### config.mk
export PLATFORM = sky130hd
export DESIGN_NAME = qnigma_tcp_fast_recovery
export DESIGN_NICKNAME = d
export VERILOG_FILES = /design/src/rtl/qnigma_pkg.sv /design/src/rtl/qnigma_tcp_fast_recovery.sv
export SDC_FILE = /design/constraint.sdc
export NUM_CORES = 1
export LEC_CHECK = 0
export ABC_AREA = 1
export ABC_CLOCK_PERIOD_IN_PS = 9150
export BUFFER_PORTS_ARGS = -buffer_cell sky130_fd_sc_hd__buf_4
export CORE_ASPECT_RATIO = 0.5
export CORE_MARGIN = 5
export CORE_UTILIZATION = 45
export CTS_BUF_LIST = sky130_fd_sc_hd__clkbuf_2
export DETAILED_ROUTE_END_ITERATION = 8
export PLACE_DENSITY = 0.71
export SYNTH_ARGS = -nofsm -noshare
export SYNTH_HDL_FRONTEND = slang
export SYNTH_SLANG_ARGS = --single-unit
### constraint.sdc
create_clock -name clk -period 9.15 [get_ports clk]
set_clock_uncertainty 0.05 [all_clocks]
set_input_delay 0.915 -clock clk [delete_from_list [all_inputs] [get_ports clk]]
set_output_delay 0.915 -clock clk [all_outputs]
set_load 0.02 [all_outputs]
### src/rtl/qnigma_pkg.sv
// Shared types and helpers for the qnigma TCP blocks: fast-recovery state
// encoding and modular sequence-number comparison.
package qnigma_pkg;

   typedef enum logic [1:0] {
      FR_IDLE     = 2'd0,
      FR_COUNT    = 2'd1,
      FR_RECOVERY = 2'd2
   } fr_state_t;

   // a is after b when (a-b), taken as a signed w-bit value, is positive
   function automatic logic seq_after(input logic [63:0] a, input logic [63:0] b, input int w);
      logic [63:0] d;
      d = (a - b) << (64 - w);
      return (d[63] == 1'b0) && (d != 64'd0);
   endfunction

endpackage

### src/rtl/qnigma_tcp_fast_recovery.sv
// TCP duplicate-ACK tracking with fast retransmit and NewReno-style fast
// recovery (partial ACKs retransmit, full ACK exits).
module qnigma_tcp_fast_recovery
   import qnigma_pkg::*;
#(
   parameter int ACK_W   = 32,
   parameter int DUP_THR = 3,
   parameter int CNT_W   = 8
)(
   input  logic             clk,
   input  logic             rst,
   input  logic             connected,
   input  logic             val,
   input  logic             ack_flg,
   input  logic [ACK_W-1:0] ack,
   input  logic             has_pld,
   input  logic             wnd_chg,
   input  logic [ACK_W-1:0] snd_nxt,
   output logic             rtx_req,
   output logic [ACK_W-1:0] rtx_seq,
   output logic             in_rec,
   output logic [ACK_W-1:0] rec_point,
   output logic             inflate,
   output logic             rec_exit,
   output logic [CNT_W-1:0] dup_cnt
);

   localparam logic [CNT_W-1:0] THR = CNT_W'(DUP_THR);

   fr_state_t        state_r, state_s;
   logic [ACK_W-1:0] snd_una_r, snd_una_s;
   logic [ACK_W-1:0] rtx_seq_r, rtx_seq_s;
   logic [ACK_W-1:0] rec_point_r, rec_point_s;
   logic [CNT_W-1:0] dup_cnt_r, dup_cnt_s, cnt_inc_s;
   logic             rtx_req_r, rtx_req_s;
   logic             inflate_r, inflate_s;
   logic             rec_exit_r, rec_exit_s;
   logic             strobe_s, dup_s, new_s;

   assign strobe_s  = val & ack_flg & connected;
   assign dup_s     = strobe_s & (ack == snd_una_r) & ~has_pld & ~wnd_chg & (snd_nxt != snd_una_r);
   assign new_s     = strobe_s & seq_after(64'(ack), 64'(snd_una_r), ACK_W)
                               & ~seq_after(64'(ack), 64'(snd_nxt), ACK_W);
   assign cnt_inc_s = (dup_cnt_r == {CNT_W{1'b1}}) ? dup_cnt_r : dup_cnt_r + 1'b1;

   // next-state and next-output decode
   always_comb begin
      state_s     = state_r;
      snd_una_s   = snd_una_r;
      rtx_seq_s   = rtx_seq_r;
      rec_point_s = rec_point_r;
      dup_cnt_s   = dup_cnt_r;
      rtx_req_s   = 1'b0;
      inflate_s   = 1'b0;
      rec_exit_s  = 1'b0;
      if (!connected) begin
         // dropping the connection resynchronises snd_una to the send pointer
         state_s   = FR_IDLE;
         dup_cnt_s = {CNT_W{1'b0}};
         snd_una_s = snd_nxt;
      end else begin
         if (new_s) snd_una_s = ack;
         else       snd_una_s = snd_una_r;
         case (state_r)
            FR_IDLE, FR_COUNT: begin
               if (dup_s) begin
                  dup_cnt_s = cnt_inc_s;
                  if (cnt_inc_s >= THR) begin
                     state_s     = FR_RECOVERY;
                     rtx_req_s   = 1'b1;
                     rtx_seq_s   = snd_una_r;
                     rec_point_s = snd_nxt;
                  end else begin
                     state_s = FR_COUNT;
                  end
               end else if (new_s) begin
                  state_s   = FR_IDLE;
                  dup_cnt_s = {CNT_W{1'b0}};
               end else begin
                  state_s = state_r;
               end
            end
            FR_RECOVERY: begin
               if (dup_s) begin
                  inflate_s = 1'b1;
                  dup_cnt_s = cnt_inc_s;
               end else if (new_s) begin
                  dup_cnt_s = {CNT_W{1'b0}};
                  // ack at or beyond rec_point is a full ACK
                  if (!seq_after(64'(rec_point_r), 64'(ack), ACK_W)) begin
                     state_s    = FR_IDLE;
                     rec_exit_s = 1'b1;
                  end else begin
                     rtx_req_s = 1'b1;
                     rtx_seq_s = ack;
                  end
               end else begin
                  state_s = state_r;
               end
            end
            default: begin
               state_s   = FR_IDLE;
               dup_cnt_s = {CNT_W{1'b0}};
            end
         endcase
      end
   end

   // state and output registers
   always_ff @(posedge clk or posedge rst) begin
      if (rst) begin
         state_r     <= FR_IDLE;
         snd_una_r   <= {ACK_W{1'b0}};
         rtx_seq_r   <= {ACK_W{1'b0}};
         rec_point_r <= {ACK_W{1'b0}};
         dup_cnt_r   <= {CNT_W{1'b0}};
         rtx_req_r   <= 1'b0;
         inflate_r   <= 1'b0;
         rec_exit_r  <= 1'b0;
      end else begin
         state_r     <= state_s;
         snd_una_r   <= snd_una_s;
         rtx_seq_r   <= rtx_seq_s;
         rec_point_r <= rec_point_s;
         dup_cnt_r   <= dup_cnt_s;
         rtx_req_r   <= rtx_req_s;
         inflate_r   <= inflate_s;
         rec_exit_r  <= rec_exit_s;
      end
   end

   assign rtx_req   = rtx_req_r;
   assign rtx_seq   = rtx_seq_r;
   assign in_rec    = (state_r == FR_RECOVERY);
   assign rec_point = rec_point_r;
   assign inflate   = inflate_r;
   assign rec_exit  = rec_exit_r;
   assign dup_cnt   = dup_cnt_r;

endmodule

==> impl_results.rst <==
.. list-table::
   :header-rows: 1

   * - Metric
     - Value
   * - Critical path startpoint category
     - flip-flop
   * - Die Span Y
     - 131.0 um
   * - Layout cells sized above 1
     - 7.844%
   * - Half-perimeter wire length of the detailed placement result
     - 43.50 mm
   * - Most common library cell in the layout ignoring fill and taps
     - sky130_fd_sc_hd__nand2_1
   * - HP Class
     - in -> async
   * - Highest achievable clock rate
     - 216.1 MHz
   * - Detailed-route via count
     - 15,280
   * - Total power density per cell area
     - 98.91 mW/mm2
   * - Summed negative setup slack over all endpoints
     - 0 ns
   * - DRC violation count after routing
     - 0
   * - Worst Reg-to-Reg Cells
     - 11
   * - Number of hold buffers added after CTS
     - 0
   * - Leading cell types in the layout, fill and taps excluded
     - sky130_fd_sc_hd__nand2_1 (865), sky130_fd_sc_hd__inv_1 (419), sky130_fd_sc_hd__nor2_1 (174), sky130_fd_sc_hd__buf_4 (150), sky130_fd_sc_hd__nand3_1 (139)
   * - Drt wl/cell
     - 18.32 um
   * - Part of the cycle the worst path needs
     - 50.58%
   * - Antenna violations before repair
     - 4
   * - Final-report setup violation count
     - 0
   * - Cell count after placement
     - 2,810
   * - Net switching power of the design
     - 0.0006819 W
   * - Die extent in x
     - 252.0 um
   * - Share of total power in sequential cells
     - 35.5%
   * - DR iter-0 viols
     - 1,756
   * - Register bit total from synthesis
     - 109
   * - Clock sinks
     - 109
   * - Critical path type
     - reg -> reg
   * - CTS tree
     - yes
   * - Share of power burned in combinational logic
     - 48.2%
   * - TritonRoute pass-1 iters
     - 6
   * - Relative slew slack
     - 22.02%
   * - Data arrival time of the worst path
     - 5.16 ns
   * - Unrepaired setup endpoints after global routing
     - no
   * - Clock group share of total power
     - 16.3%
   * - Number of cells in the finished layout apart from fillers
     - 2,827
   * - Maximum number of pins on one net before global-route repair
     - 70
   * - Number of vias per cell after detailed routing
     - 5.404
   * - Fraction of power spent switching nets
     - 47.03%
   * - Clk Tree Root Cell
     - sky130_fd_sc_hd__clkbuf_2
   * - Total gr overflow
     - 0
   * - # resized after CTS
     - 0
   * - Synthesis-to-layout area growth
     - 11.29%
   * - IO Port Bufs
     - 146
   * - Mapped Cells
     - 2,314
   * - First-pass GRT wire length
     - 77.20 mm
   * - Internal cell power
     - 0.0007681 W
   * - Total of max-cap violations
     - 0
   * - Number of failing hold endpoints at the final stage
     - 0
   * - Cts bufs inserted
     - 9
   * - Status
     - complete, no violations
   * - Last weighted congestion value of the routability-driven placer
     - 1.013
   * - Area enclosed by the die boundary
     - 0.03300 mm2
   * - Initial standard-cell utilization of the core
     - 45.58%
   * - Average instance area after synthesis
     - 5.693 um2
   * - Post-synthesis cell area
     - 0.01317 mm2
   * - Kind of capture point of the worst setup path
     - flip-flop
   * - Buffer levels on the longest clock path
     - 2
   * - Largest fanout on the critical path
     - 61
   * - Data required time of the critical path
     - 9.68 ns
   * - Worst reg2reg startpoint
     - snd_una_r[2]
   * - First element of the critical path
     - snd_una_r[2]
   * - P_leak
     - 8.637 nW
   * - Share of the yosys chip area belonging to registers
     - 20.71%
   * - Number of nets in the final layout
     - 2,597
   * - Level count of the clock H-tree
     - 3
   * - Count of pins on the block boundary
     - 147
   * - Syn_nets
     - 2,481
   * - Total number of placement rows
     - 44
   * - Least-Margin Pin Slew
     - 1.167 ns
   * - Gr usage total
     - 30.28%
   * - Worst-path clk slew
     - 0.35 ns
   * - Antenna violation net count after detailed routing
     - 0
   * - Final max-slew violation count
     - 0
   * - Vias in the first global route
     - 13,580
   * - Clock latency reported for the late side of the worst-skew pair
     - 0.68 ns
   * - Number of warnings reported in the yosys synthesis log
     - 0
   * - FF-to-FF End
     - rtx_seq[16]
   * - Setup slack of the worst register-to-register path
     - 4.52 ns
   * - Wire length reported by the detailed router
     - 51.80 mm
   * - Core footprint
     - 0.02890 mm2
   * - Setup repair bufs after CTS
     - 0
   * - Max VDD drop
     - 0.05372 mV
   * - Clock period minus worst slack
     - 4.628 ns
   * - Distinct cell type count of the synthesized netlist
     - 44
[worst max-delay path by stage]
stage,end,cells past startpoint
2_1_floorplan,dup_cnt[0],1
4_1_cts,rtx_seq[16],11
3_3_place_gp,rtx_seq[2],11
3_5_place_dp,rtx_seq[1],11
5_1_grt,rec_point[16],13
6_report,rtx_seq[16],11
[cells by family after synthesis]
family          after synthesis  synth area share [%]
buf+inv                     467                 14.02
fa+ha+maj                    96                 9.233
simple gates               1324                 42.11
compound gates              273                 10.94
xor+xnor                     45                 2.992
flops                       109                 20.71
[layer usage]
layer	part of all wire [%]	track usage, %	up-vias
li1	-	-	7526
met1	46	44.88	6951
met2	40	44.50	708
met3	10	5.696	89
met4	3.2	9.758	4
met5	0.048	0	-
[worst max-delay path, cell delays in order (launching register included)]
cell and delay, ns:
sky130_fd_sc_hd__dfrtp_1 0.45, sky130_fd_sc_hd__inv_1 0.11, sky130_fd_sc_hd__ha_1 0.41, sky130_fd_sc_hd__nand2_1 0.12, sky130_fd_sc_hd__nor4_1 0.55, sky130_fd_sc_hd__nand4_1 0.17, sky130_fd_sc_hd__nor4_1 0.62, sky130_fd_sc_hd__and2_1 0.59
sky130_fd_sc_hd__nand3_2 0.67, sky130_fd_sc_hd__buf_4 0.54, sky130_fd_sc_hd__nand3_1 0.15, sky130_fd_sc_hd__nand2_1 0.07
[per-stage QoR]
step,area (um2),utilization (%),hold slack [ns],setup WS [ns],total power (W)
6_report,14660,50.72,0.2329,4.522,0.001450
5_1_grt,14660,50.72,0.2329,4.289,0.001548
3_3_place_gp,14540,50.29,0.4398,4.284,0.001198
2_1_floorplan,13170,-,0.4133,5.311,0.0009829
3_5_place_dp,14540,50.29,0.4383,4.188,0.001198
4_1_cts,14660,50.71,0.2304,4.698,0.001432
[registers in the layout, summed over array words and instances, names as in the netlist]
register / count
rtx_seq: 32
dup_cnt: 8
inflate: 1
rec_exit: 1
rec_point: 32
snd_una_r: 32
state_r: 2
rtx_req: 1
[power groups by stage]
stage	Sequential [W]	Combinational (W)	Clock, W
2_1_floorplan	0.000518	0.000465	0
3_3_place_gp	0.000520	0.000678	0
3_5_place_dp	0.000521	0.000677	0
4_1_cts	0.000513	0.000680	0.000239
5_1_grt	0.000516	0.000775	0.000256
6_report	0.000514	0.000700	0.000236
[synthesized netlist by cell type, drive strengths merged]
cell type | number | area share (%)
nand2 | 869 | 25
inv | 421 | 12
nor2 | 178 | 5.1
o21ai | 168 | 6.4
nand3 | 143 | 5.6
dfrtp | 109 | 21
ha | 94 | 8.9
a21oi | 85 | 3.3
nand4 | 78 | 3.7
buf | 28 | 1.5
xnor2 | 28 | 1.9
nor3 | 21 | 0.84
clkbuf | 17 | 0.48
xor2 | 17 | 1.1
nand3b | 13 | 0.74
nor4 | 8 | 0.43
and2 | 7 | 0.33
o2111ai | 5 | 0.33
o21bai | 5 | 0.31
or2 | 4 | 0.19
and3 | 3 | 0.14
a21boi | 2 | 0.11
a31oi | 2 | 0.095
fa | 2 | 0.30
o21a | 2 | 0.11
o221ai | 2 | 0.13
a21o | 1 | 0.057
clkinv | 1 | 0.028
o211ai | 1 | 0.057
[layout make-up]
type	count	area (um2)
multi-input combinational	1738	8606
clock buffer	9	45.04
inverter	422	1587
fill	3133	14240
timing repair buffer	150	1126
tap	391	489.2
sequential	109	2728
antenna	1	2.502
clock inverter	7	77.57
(Power assumes the default switching activity.)
